--- config.mk ---
export PLATFORM = sky130hd
export DESIGN_NAME = key_start_sched
export DESIGN_NICKNAME = d
export VERILOG_FILES = /design/src/rtl/key_sched_pkg.sv /design/src/rtl/sync_2ff.sv /design/src/rtl/key_start_sched.sv
export SDC_FILE = /design/constraint.sdc
export NUM_CORES = 1
export LEC_CHECK = 0
export ABC_AREA = 1
export BUFFER_PORTS_ARGS = -buffer_cell sky130_fd_sc_hd__buf_2
export CELL_PAD_IN_SITES_DETAIL_PLACEMENT = 2
export CELL_PAD_IN_SITES_GLOBAL_PLACEMENT = 2
export CORE_ASPECT_RATIO = 1.75
export CORE_UTILIZATION = 37
export CTS_CLUSTER_DIAMETER = 30
export DETAILED_ROUTE_END_ITERATION = 8
export PLACE_DENSITY = 0.79
export SLEW_MARGIN = 40
export SYNTH_ARGS = -nofsm -noshare
export SYNTH_HDL_FRONTEND = slang
export SYNTH_HIERARCHICAL = 1
export SYNTH_SLANG_ARGS = --single-unit
--- constraint.sdc ---
create_clock -name clk -period 2.91 [get_ports clk]
set_clock_uncertainty 0.15 [all_clocks]
set_input_delay 0.4365 -clock clk [delete_from_list [all_inputs] [get_ports clk]]
set_output_delay 0.4365 -clock clk [all_outputs]
set_load 0.01 [all_outputs]
--- src/rtl/key_sched_pkg.sv ---
// Shared types and the round-robin selection helper for the key-start scheduler.
package key_sched_pkg;

    localparam int MAX_N = 8;
    localparam int IDX_W = 3;

    typedef enum logic [1:0] {S_IDLE, S_START, S_WAIT} sched_state_t;

    // First set bit of pend searching upward from ptr+1, wrapping modulo n.
    // Scanning from the far end lets the nearest candidate overwrite the rest.
    function automatic logic [IDX_W-1:0] rr_pick(input logic [MAX_N-1:0] pend,
                                                 input logic [IDX_W-1:0] ptr,
                                                 input int n);
        logic [IDX_W-1:0] sel;
        int idx;
        sel = ptr;
        for (int i = MAX_N; i >= 1; i--) begin
            if (i <= n) begin
                idx = (int'(ptr) + i) % n;
                if (pend[idx]) sel = IDX_W'(idx);
            end
        end
        return sel;
    endfunction

endpackage

--- src/rtl/sync_2ff.sv ---
// Two-flop synchronizer for a bus of independent asynchronous lines.
module sync_2ff #(
    parameter int BITS = 1
) (
    input  logic            clk,
    input  logic            reset,
    input  logic [BITS-1:0] d,
    output logic [BITS-1:0] q
);

    logic [BITS-1:0] meta_reg;
    logic [BITS-1:0] sync_reg;

    always_ff @(posedge clk or negedge reset) begin
        if (!reset) begin
            meta_reg <= '0;
            sync_reg <= '0;
        end else begin
            meta_reg <= d;
            sync_reg <= meta_reg;
        end
    end

    assign q = sync_reg;

endmodule

--- src/rtl/key_start_sched.sv ---
// Debounces N request keys, queues presses and round-robin sequences a shared
// datapath through a start/done pulse handshake with a one-hot grant.
module key_start_sched
    import key_sched_pkg::*;
#(
    parameter  int N          = 2,
    parameter  int DEB_CYCLES = 4,
    localparam int CNT_W      = $clog2(DEB_CYCLES + 1)
) (
    input  logic         clk,
    input  logic         reset,
    input  logic [N-1:0] raw_key,
    input  logic         dp_done,
    output logic         dp_start,
    output logic [N-1:0] grant,
    output logic [N-1:0] pending,
    output logic         idle
);

    logic [N-1:0] sync;
    logic [N-1:0] stable;
    logic [N-1:0] stable_d_reg;
    logic [N-1:0] pending_reg;
    logic [N-1:0] rise;
    logic [N-1:0] clr;

    sync_2ff #(.BITS(N)) u_sync (
        .clk   (clk),
        .reset (reset),
        .d     (raw_key),
        .q     (sync)
    );

    generate
        for (genvar gi = 0; gi < N; gi++) begin : g_deb
            logic [CNT_W-1:0] cnt_reg;
            logic             stable_reg;

            // The level flips only on the DEB_CYCLES-th consecutive disagreeing cycle.
            always_ff @(posedge clk or negedge reset) begin
                if (!reset) begin
                    cnt_reg    <= '0;
                    stable_reg <= 1'b0;
                end else if (sync[gi] == stable_reg) begin
                    cnt_reg <= '0;
                end else if (cnt_reg == CNT_W'(DEB_CYCLES - 1)) begin
                    stable_reg <= sync[gi];
                    cnt_reg    <= '0;
                end else begin
                    cnt_reg <= cnt_reg + CNT_W'(1);
                end
            end

            assign stable[gi] = stable_reg;
        end
    endgenerate

    assign rise = stable & ~stable_d_reg;

    // A press landing on the clearing cycle survives, so it queues a fresh job.
    always_ff @(posedge clk or negedge reset) begin
        if (!reset) begin
            stable_d_reg <= '0;
            pending_reg  <= '0;
        end else begin
            stable_d_reg <= stable;
            pending_reg  <= (pending_reg & ~clr) | rise;
        end
    end

    sched_state_t     state_reg, state_next;
    logic [N-1:0]     grant_reg, grant_next;
    logic [IDX_W-1:0] ptr_reg, ptr_next;
    logic [IDX_W-1:0] owner_reg, owner_next;
    logic [IDX_W-1:0] pick;
    logic [MAX_N-1:0] pend_wide;

    always_ff @(posedge clk or negedge reset) begin
        if (!reset) begin
            state_reg <= S_IDLE;
            grant_reg <= '0;
            ptr_reg   <= IDX_W'(N - 1);
            owner_reg <= '0;
        end else begin
            state_reg <= state_next;
            grant_reg <= grant_next;
            ptr_reg   <= ptr_next;
            owner_reg <= owner_next;
        end
    end

    always_comb begin
        pend_wide          = '0;
        pend_wide[N-1:0]   = pending_reg;
        pick               = rr_pick(pend_wide, ptr_reg, N);
        state_next         = state_reg;
        grant_next         = grant_reg;
        ptr_next           = ptr_reg;
        owner_next         = owner_reg;
        clr                = '0;
        case (state_reg)
            S_IDLE: begin
                if (|pending_reg) begin
                    owner_next = pick;
                    grant_next = N'(1) << pick;
                    clr        = N'(1) << pick;
                    state_next = S_START;
                end
            end
            S_START: state_next = S_WAIT;
            S_WAIT: begin
                if (dp_done) begin
                    grant_next = '0;
                    ptr_next   = owner_reg;
                    state_next = S_IDLE;
                end
            end
            default: state_next = S_IDLE;
        endcase
    end

    assign dp_start = (state_reg == S_START);
    assign idle     = (state_reg == S_IDLE);
    assign grant    = grant_reg;
    assign pending  = pending_reg;

endmodule

* After elaboration in Yosys (flattened, before gate mapping) *
Index checks and enable logic that the tools add are counted.

storage, ports and cells
  register bits = 26
  output and inout port bits = 6
  logic and storage cells = 64

operators by class
  $add $sub $neg = 4
  order comparisons = 2
  equality and inequality tests = 8
  shift operators = 1
  mux-type cells = 19
  bitwise operators = 9
  reduce and logical (&&, ||, !) cells = 9

operators with widths
  cell                                                    number
  2-to-1 mux 3 bit                                        6
  < comparator 2 x 5 -> 1 bit (second input constant)     2
  2-to-1 mux 2 bit                                        5
  AND reduction 2 bit                                     5
  adder 3 x 1 -> 3 bit (second input constant)            2
  equality test 3 x 2 -> 1 bit (second input constant)    2
  case mux 2 bit (3 select lines)                         1
  AND 2 bit                                               2
  binary-select mux 1 bit (select 2 bit)                  2
  2-to-1 mux 1 bit                                        4
  NOT 2 bit                                               2
  case mux 2 bit (2 select lines)                         1
  AND reduction 3 bit                                     1
  left shift 1 x 3 -> 2 bit (first input constant)        1
  adder 1 bit (second input constant)                     2
  AND 1 bit (first input constant)                        2
  equality test 1 bit                                     2
  equality test 2 x 1 -> 1 bit (second input constant)    1
  equality test 2 bit (second input constant)             1
  zero test 2 bit                                         1
  inequality test 2 x 1 -> 1 bit (second input constant)  1
  inequality test 2 bit (second input constant)           1
  NOT 1 bit                                               2
  bitwise OR 2 bit                                        1
  other kinds (2)                                         2

* Longest topological paths before layout *
Gate-level depths: netlist of the first run.

  depth after elaboration = 13
  gate-level depth with buffers = 5
  mapped depth without buffers = 5

* Modules after synthesis *
The synthesis of the first run kept the hierarchy.

modules (own cells, without submodules)
  module           times used  cells an instance  area an instance (um^2)  seq. area each (um^2)
  key_start_sched  1           79                 772.0                    451.7
  sync_2ff         1           4                  100.1                    100.1

* Worst setup path after synthesis of the first run *
No wires, ideal clock.

  path type = reg-to-output
  start = register state_reg[0]
  end = output port dp_start
  arrival = 0.667 ns
  slack = 1.656 ns
  cell stages (with the launch flop) = 3
  buffers on the path = 0
  cell sequence = dfrtp_1 -> inv_1 -> nor2_1

between the ends
  word-level cells in the longest chain between the ends = 1

RTL lines
  what                          line                    text
  start, declared               key_start_sched.sv:71   sched_state_t state_reg, state_next;
  start signal, assigned        key_start_sched.sv:85   state_reg <= state_next;
  equality test 2 x 1 -> 1 bit  key_start_sched.sv:122  assign dp_start = (state_reg == S_START);
  end, declared                 key_start_sched.sv:14   output logic dp_start,

Every way passes these cells.

* Worst setup path in the final report of the first run *
  start = register state_reg[1]
  end = output port idle

between the ends
  word-level cells in the longest chain between the ends = 1

RTL lines
  what             line                    text
  zero test 2 bit  key_start_sched.sv:123  assign idle = (state_reg == S_IDLE);
  end, declared    key_start_sched.sv:17   output logic idle

Every way passes these cells.

==> metrics.txt, run 1 <==
Die H 66.2 µm; Netlist cell types 18; Logic pwr share 33.3%; CP endpoint kind primary output; Cell Chain, Critical Path nor2_4 > buf_2; Hold Fails Final Rpt 0; met3 Use GR 4.04%; Worst VDD drop 0.457 mV; total core area 0.00215 mm²; Net count, final 106; starting density of the core 40.6%; clk sinks 22; CTS Buffer Depth 2; Antenna Violating Nets Remaining 0; Post-Place Worst Slack 1.50 ns; GPL Wtd Cong 0.674; pin count of the biggest net entering global routing 23; crit share post-route 60.2%; DP Wirelength 1240 µm; most common cell after layout, fill and taps aside dfrtp_1; Crit Path Max Fanout 5; DRT iter0 DRCs 15; WHS 0.0773 ns; clock power share 21.2%; Syn Nets 90; WL final 1570 µm; met1 Use GR 18.9%; row cnt 22; delay-heaviest family, CP flip-flops; ANT cells 0; GRT busiest layer met2; status finished, final reports clean; Worst Path Required 2.32 ns; max-cap violations 0; most frequent cells in the layout dfrtp_1, nand2_1, inv_1; Via Count 581; drc violations 0; I/O Buffers 10; max reg flops 6; Sw Ratio 36.2%; Final Max Slew Viols 0; Root Buffer clkbuf_4; cell leakage power 0.000521 µW; first-pass GRT wire length 2790 µm; Fin Setup TNS 0 ns; Final setup viols 0; 1st-pass router iterations 2; grt met2 use 26.0%; share of cells above drive strength 1 23.5%; Power Dens Cells 1080 mW/mm²; die width 38.7 µm; largest area contributor in the netlist dfrtp_1; initial antenna violation count 0; internal power 701 µW; Die Area 0.00256 mm²; sequential share of power 45.5%; min Tclk post-route 1.75 ns; Reg clk slew, reported paths 0.13 ns; synth top area cells dfrtp_1, nand2_1, inv_1; WL per Instance 12.9 µm; Avg Cell Area, Syn 10.5 µm²; flops & latches, synth 22; kind of critical path reg -> out; Overall Power 1100 µW; WP buf/inv 1; IO Count 11; RSZ-0062 raised after global routing no; Via density 4.76; maximum operating frequency 571 MHz; Filler cells 234; Hold Path Class in -> reg; H-tree depth 1; Tot GR Track Use 15.5%; YS warnings 6; CP Launch Type flip-flop; CTS tree yes; Cells after Synth 83; P&R area growth vs syn 16.4%; sequential share of the synthesized area 63.3%; NetSw 398 µW; Rel. slew slack 67.1%; GRT overflow 0; crit path DAT 1.17 ns; Critical Path Max Stage Delay 0.49 ns; CTS buffer count 3; post-synth top area share 60.3%; final worst slack 1.16 ns; vias in the first global route 663; slowest CP cell dfrtp_1; clk_lat worst skew 0.30 ns; post-synthesis cell area 872 µm²; post-cts resize count 0; worst slew pin tran 0.493 ns
[layout make-up]
class / instances / area, µm² / share of cell area [%]
Tap cell: 24 / 30.0 / 2.96
Clock inverter: 1 / 30.0 / 2.96
Sequential cell: 22 / 552 / 54.4
Inverter: 13 / 48.8 / 4.81
Clock buffer: 3 / 22.5 / 2.22
Timing Repair Buffer: 11 / 60.1 / 5.92
Multi-Input combinational cell: 48 / 272 / 26.8
[worst paths after layout]
kind                            slack [ns]  cells past startpoint                          start                         endpoint
worst max-delay path                  1.16                      2       state_reg[1]$_DFFE_PN0P_                             idle
worst min-delay path                  0.08                      1                     raw_key[0]     u_sync/meta_reg[0]$_DFF_PN0_
worst max register to register        1.68                      5  g_deb[1].cnt_reg[0]$_DFF_PN0_  g_deb[1].stable_reg$_DFFE_PN0P_
worst min register to register        0.22                      0   u_sync/meta_reg[1]$_DFF_PN0_            u_sync/q[1]$_DFF_PN0_
max in group asynchronous             1.79                      2                          reset           ptr_reg[0]$_DFFE_PN1P_
min in group asynchronous             0.46                      2                          reset             grant[0]$_DFFE_PN0P_
[synthesized netlist by cell type]
cell type,number
o21ai_0,3
or2_1,2
a21oi_1,1
nand2_2,2
xnor2_1,2
nand3_1,2
nand3_4,1
o21ai_2,3
nor2_1,8
nor2_2,1
o21bai_1,1
dfstp_2,1
o211ai_1,1
ha_1,2
nand2_1,18
dfrtp_1,21
inv_1,13
nor2_4,1
[metrics by stage]
stage,cells,utilization (%),instance area (µm²)
after floorplan,83,-,872
after global placement,117,44.3,952
after detailed placement,117,44.3,952
after CTS,122,47.3,1010
after global routing,122,47.3,1010
final,122,47.3,1010
[layer usage]
layer | part of all wire, % | up-vias
met5 | 0 | -
met1 | 41 | 290
met3 | 2.2 | 0
li1 | - | 282
met2 | 56 | 9
met4 | 0 | 0
[power groups by stage]
stage / logic (µW) / registers, µW / clock network (µW)
6_report: 365 / 500 / 233
5_1_grt: 426 / 516 / 252
4_1_cts: 380 / 504 / 237
3_5_place_dp: 377 / 511 / 0
3_3_place_gp: 354 / 500 / 0
2_1_floorplan: 253 / 502 / 0
[timing repair]
item                      in CTS  in global routing
hold buffers                   1                  0
buffers inserted               0                  0
hold endpoints to repair      21                  0
[worst register-to-register path, delay by kind of cell (launching register included)]
family	cells	cell delay, ns
buffers and inverters	1	0.05
AND/OR/NAND/NOR	2	0.32
adder cells (fa/ha/maj)	1	0.16
flip-flops	1	0.38
AO/OA/AOI/OAI	1	0.07
[logic make-up (layout without fill, tap and decap cells)]
group	after synthesis	in the layout	share of synthesized area [%]
flip-flops	22	22	63.3
XOR/XNOR	2	2	2.01
AND/OR/NAND/NOR	35	35	19.2
buffers and inverters	13	28	5.60
adder cells (fa/ha/maj)	2	2	2.87
AO/OA/AOI/OAI	9	9	7.03
(Power assumes the default switching activity.)
==> run 2, diff against run 1 <==
--- a/config.mk
+++ b/config.mk
@@ -10,10 +10,10 @@
 export CELL_PAD_IN_SITES_DETAIL_PLACEMENT = 2
 export CELL_PAD_IN_SITES_GLOBAL_PLACEMENT = 2
 export CORE_ASPECT_RATIO = 1.75
-export CORE_UTILIZATION = 37
+export CORE_UTILIZATION = 34
 export CTS_CLUSTER_DIAMETER = 30
 export DETAILED_ROUTE_END_ITERATION = 8
-export PLACE_DENSITY = 0.79
+export PLACE_DENSITY = 0.73
 export SLEW_MARGIN = 40
 export SYNTH_ARGS = -nofsm -noshare
 export SYNTH_HDL_FRONTEND = slang
==> constraint.sdc (replaced) <==
create_clock -name clk -period 1.8 [get_ports clk]
set_clock_uncertainty 0.15 [all_clocks]
set_input_delay 0.27 -clock clk [delete_from_list [all_inputs] [get_ports clk]]
set_output_delay 0.27 -clock clk [all_outputs]
set_load 0.01 [all_outputs]
==> run 2 against run 1 <==
Non-clock buffer count up 2. Routed wire length increased by 2.4%. Sequential cell count stayed put. First-iteration DRC count shrank 27%. Count of clock-buffer cells in the layout unchanged. Via count grew 2.8%. Largest cell class unchanged. Highest routed layer is now met4.
==> metrics.txt, run 2 (synthesis gave the netlist of run 1 again) <==
status finished, final reports clean; Crit Path Max Fanout 5; kind of critical path reg -> out; initial antenna violation count 0; pin count of the biggest net entering global routing 23; GRT overflow 0; WL final 1610 µm; Die Area 0.00278 mm²; ANT cells 0; crit path DAT 1.08 ns; DRT iter0 DRCs 11; Die H 69.0 µm; Post-Place Worst Slack 0.572 ns; clk sinks 22; WL per Instance 12.9 µm; CP Launch Type flip-flop; max-cap violations 0; Hold Fails Final Rpt 0; most common cell after layout, fill and taps aside dfrtp_1; Overall Power 1850 µW; Final setup viols 0; GPL Wtd Cong 0.649; Via density 4.78; share of cells above drive strength 1 23.0%; Placed Instances 118; WP buf/inv 1; Power Dens Cells 1760 mW/mm²; H-tree depth 1; Via Count 597; Root Buffer clkbuf_8; Worst VDD drop 0.743 mV; most frequent cells in the layout dfrtp_1, nand2_1, inv_1; slowest CP cell dfrtp_1; final worst slack 0.295 ns; crit share post-route 83.6%; FF-to-FF path depth 5; cell leakage power 0.000538 µW; Reg clk slew, reported paths 0.07 ns; total core area 0.00236 mm²; CTS tree yes; min Tclk post-route 1.50 ns; drc violations 0; Critical Path Max Stage Delay 0.47 ns; Hold EP state_reg[1]$_DFFE_PN0P_; Net count, final 108; CTS buffer count 3; maximum operating frequency 665 MHz; Antenna Violating Nets Remaining 0; delay-heaviest family, CP flip-flops; DP Wirelength 1260 µm; worst slew pin tran 0.478 ns; clk_lat worst skew 0.26 ns; 1st-pass router iterations 2; die width 40.3 µm; vias in the first global route 631; crit path from state_reg[1]$_DFFE_PN0P_; Hold Path Class in -> reg; starting density of the core 37.0%; max reg flops 6; Worst R2R End g_deb[0].stable_reg$_DFFE_PN0P_; hold path cells 2; row cnt 23; Fin Setup TNS 0 ns; Hold Crit Start dp_done; CP endpoint kind primary output; Final Instance Count excl. Fillers 125; Rel. slew slack 68.1%; I/O Buffers 10; r2r setup slk 0.57 ns; RSZ-0062 raised after global routing no; Worst Path Required 1.38 ns; P&R area growth vs syn 20.9%; first-pass GRT wire length 2680 µm; Cell Chain, Critical Path nor2_4 > buf_2; DP Area 953 µm²; CTS Buffer Depth 2; worst r2r src g_deb[0].cnt_reg[0]$_DFF_PN0_; Tot GR Track Use 14.5%; Final Max Slew Viols 0; IO Count 11; design area 0.00105 mm²
[run 2: power breakdown]
group | switching [µW] | internal [µW]
sequential | 132 | 671
combinational | 360 | 241
clock | 154 | 297
total | 646 | 1210
[run 2: final cells by class]
cell class	instances	area (µm²)
Fill cell	265	1310
Sequential cell	22	552
Multi-Input combinational cell	48	272
Timing Repair Buffer	13	80.1
Inverter	13	48.8
Clock buffer	3	41.3
Tap cell	25	31.3
Clock inverter	1	30.0
[run 2: metal layers]
layer,track usage (%),routed length (µm),vias up
met1,15.2,585,294
met5,0,0,-
met4,6.25,30,0
met2,26.8,947,12
met3,1.92,44,5
li1,-,-,286
[run 2: worst max path at each step]
stage,slack [ns],depth (start not counted),endpoint
floorplan,0.68,5,g_deb[0].stable_reg$_DFFE_PN0P_
detailed placement,0.57,2,idle
finish,0.30,2,idle
global placement,0.59,2,idle
global route,0.22,2,idle
CTS,0.28,2,idle
[run 2: worst reg2reg max path: stages, from the launching register on]
cell,delay [ns]
dfrtp_1,0.35
ha_1,0.15
inv_1,0.05
or2_1,0.26
nand2_1,0.07
o21ai_0,0.08
[run 2: what timing repair did]
item                                   4_1_cts  5_1_grt
hold buffers                                 3        0
gates resized for setup                      0        0
endpoints found under the hold margin       23        0
setup buffers                                0        0
[run 2: per-stage QoR]
step	hold slack, ns	utilization, %
after floorplan	-0.176	-
after global placement	0.105	40.4
after detailed placement	0.112	40.4
after CTS	0.0878	44.7
after global routing	0.0946	44.7
final	0.0903	44.7
==> run 3, diff against run 2 <==
--- a/config.mk
+++ b/config.mk
@@ -10,10 +10,10 @@
 export CELL_PAD_IN_SITES_DETAIL_PLACEMENT = 2
 export CELL_PAD_IN_SITES_GLOBAL_PLACEMENT = 2
 export CORE_ASPECT_RATIO = 1.75
-export CORE_UTILIZATION = 34
+export CORE_UTILIZATION = 31
 export CTS_CLUSTER_DIAMETER = 30
 export DETAILED_ROUTE_END_ITERATION = 8
-export PLACE_DENSITY = 0.73
+export PLACE_DENSITY = 0.7
 export SLEW_MARGIN = 40
 export SYNTH_ARGS = -nofsm -noshare
 export SYNTH_HDL_FRONTEND = slang
==> constraint.sdc (replaced) <==
create_clock -name clk -period 1.2 [get_ports clk]
set_clock_uncertainty 0.15 [all_clocks]
set_input_delay 0.18 -clock clk [delete_from_list [all_inputs] [get_ports clk]]
set_output_delay 0.18 -clock clk [all_outputs]
set_load 0.01 [all_outputs]
==> run 3 against run 2 <==
The flow now finishes with violations (negative setup slack). Combinational power is 99% higher. Register-to-register slack worse by 0.58 ns. Global-route usage is 1.0 points lower. Final cell count is 8.0% higher. Die area is 9.3% higher. Non-clock buffer count is 8 higher. Power is 58% higher. Utilization is 2.4 points lower. Sequential share of layout area is 3.7 points lower. Via count is 4.7% higher. Critical path depth stayed put. Largest cell class unchanged.
==> metrics.txt, run 3 (synthesis gave the netlist of run 1 again) <==
status complete, but fails checks; failing checks negative setup slack; Logic pwr share 40.9%; I/O Buffers 10; Rel. slew slack 66.6%; internal power 1880 µW; max reg flops 6; CP Launch Type flip-flop; Hold EP u_sync/q[0]$_DFF_PN0_; Hold Crit Start u_sync/meta_reg[0]$_DFF_PN0_; Sw Ratio 35.6%; drc violations 0; DP Area 956 µm²; share of cells above drive strength 1 38.9%; Placed Instances 120; Root Buffer clkbuf_8; pin count of the biggest net entering global routing 23; RSZ-0062 raised after global routing yes; DRT iter0 DRCs 1; NetSw 1040 µW; most frequent cells in the layout dfrtp_1, nand2_1, inv_1; 1st-pass router iterations 2; GPL Wtd Cong 0.675; row cnt 25; IO Count 11; final worst slack -0.0929 ns; Tot GR Track Use 13.4%; H-tree depth 1; initial antenna violation count 0; Final Instance Count excl. Fillers 135; CTS Buffer Depth 2; Die Area 0.00304 mm²; max-cap violations 0; sequential share of power 41.3%; die width 42.1 µm; crit share post-route 108%; P&R area growth vs syn 30.6%; first-pass GRT wire length 2990 µm; CTS buffer count 3; Via density 4.63; hold path cells 0; Worst VDD drop 0.862 mV; CTS tree yes; clock power share 17.8%; Hold Path Class reg -> reg; clk sinks 22; Final setup viols 3; Reg clk slew, reported paths 0.08 ns; FF-to-FF path depth 5; Post-Place Worst Slack -0.0766 ns; worst slew pin tran 0.502 ns; crit path DAT 0.96 ns; Hold Fails Final Rpt 0; Net count, final 116; worst r2r src g_deb[0].cnt_reg[0]$_DFF_PN0_; Via Count 625; DP Wirelength 1230 µm; maximum operating frequency 773 MHz; WL per Instance 12.7 µm; Final Max Slew Viols 0; total core area 0.00269 mm²; WL final 1710 µm; vias in the first global route 659; starting density of the core 32.4%; Worst Path Required 0.87 ns; Antenna Violating Nets Remaining 0; Fin Setup TNS -0.176 ns; Die H 72.2 µm; ANT cells 0; Crit Path Max Fanout 3; r2r setup slk -0.01 ns; Power Dens Cells 2570 mW/mm²; min Tclk post-route 1.29 ns; CP endpoint kind primary output; kind of critical path reg -> out; cell leakage power 0.000574 µW; design area 0.00114 mm²; GRT overflow 0; clk_lat worst skew 0.26 ns; Worst R2R End g_deb[0].stable_reg$_DFFE_PN0P_; most common cell after layout, fill and taps aside dfrtp_1
==> run 3: changes by cell type in the layout (fill, tap and decap cells not counted), moves of 3 or more <==
cell / delta
nand2_1: -4
o21ai_0: -3
nand2_2: +4
buf_4: +6
==> run 3: worst max-delay path, stage by stage (launching register included) <==
cell     delay [ns]
dfrtp_2        0.44
nor2_2         0.13
buf_2          0.14
==> run 3: how the worst max path moves through the flow <==
| stage | startpoint | endpoint | slack [ns] | cells after the start |
|---|---|---|---|---|
| final | state_reg[1]$_DFFE_PN0P_ | dp_start | -0.09 | 2 |
| after detailed placement | g_deb[1].cnt_reg[0]$_DFF_PN0_ | g_deb[1].stable_reg$_DFFE_PN0P_ | -0.08 | 4 |
| after global placement | g_deb[0].cnt_reg[0]$_DFF_PN0_ | g_deb[0].stable_reg$_DFFE_PN0P_ | 0.03 | 5 |
| after CTS | state_reg[1]$_DFFE_PN0P_ | dp_start | -0.11 | 2 |
| after floorplan | g_deb[0].cnt_reg[0]$_DFF_PN0_ | g_deb[0].stable_reg$_DFFE_PN0P_ | 0.08 | 5 |
| after global routing | state_reg[0]$_DFFE_PN0P_ | dp_start | -0.14 | 3 |
==> run 3: metal layers <==
metal | global-route usage (%) | wire length [µm]
met4 | 8.33 | 40
met5 | 0 | 0
met1 | 14.3 | 637
met2 | 24.1 | 989
met3 | 2.24 | 41
==> run 3: power groups by stage <==
| stage | clock (µW) | sequential, µW | combinational (µW) |
|---|---|---|---|
| floorplan | 0 | 1220 | 615 |
| global placement | 0 | 1220 | 867 |
| detailed placement | 0 | 1230 | 907 |
| CTS | 541 | 1210 | 1120 |
| global route | 560 | 1240 | 1370 |
| finish | 520 | 1210 | 1200 |
==> run 3: stage by stage <==
stage	hold WS, ns	power [µW]	util (%)
finish	0.202	2920	42.3
global route	0.209	3170	42.3
CTS	0.205	2870	41.3
detailed placement	0.0237	2140	35.5
global placement	0.0240	2080	35.5
floorplan	-0.266	1830	-
==> run 3: area by class of cell <==
class                           count  area, µm²
Clock buffer                        4       55.1
Timing Repair Buffer               21        153
Inverter                           13       48.8
Fill cell                         290       1550
Multi-Input combinational cell     48        295
Tap cell                           27       33.8
Sequential cell                    22        553
==> run 3: repair_timing <==
action / in CTS / in global routing
setup endpoints to repair: 7 / 12
hold buffers: 4 / 0
pin swaps: 1 / 3
endpoints found under the hold margin: 24 / 0
setup buffers: 5 / 2
gates resized for setup: 9 / 8
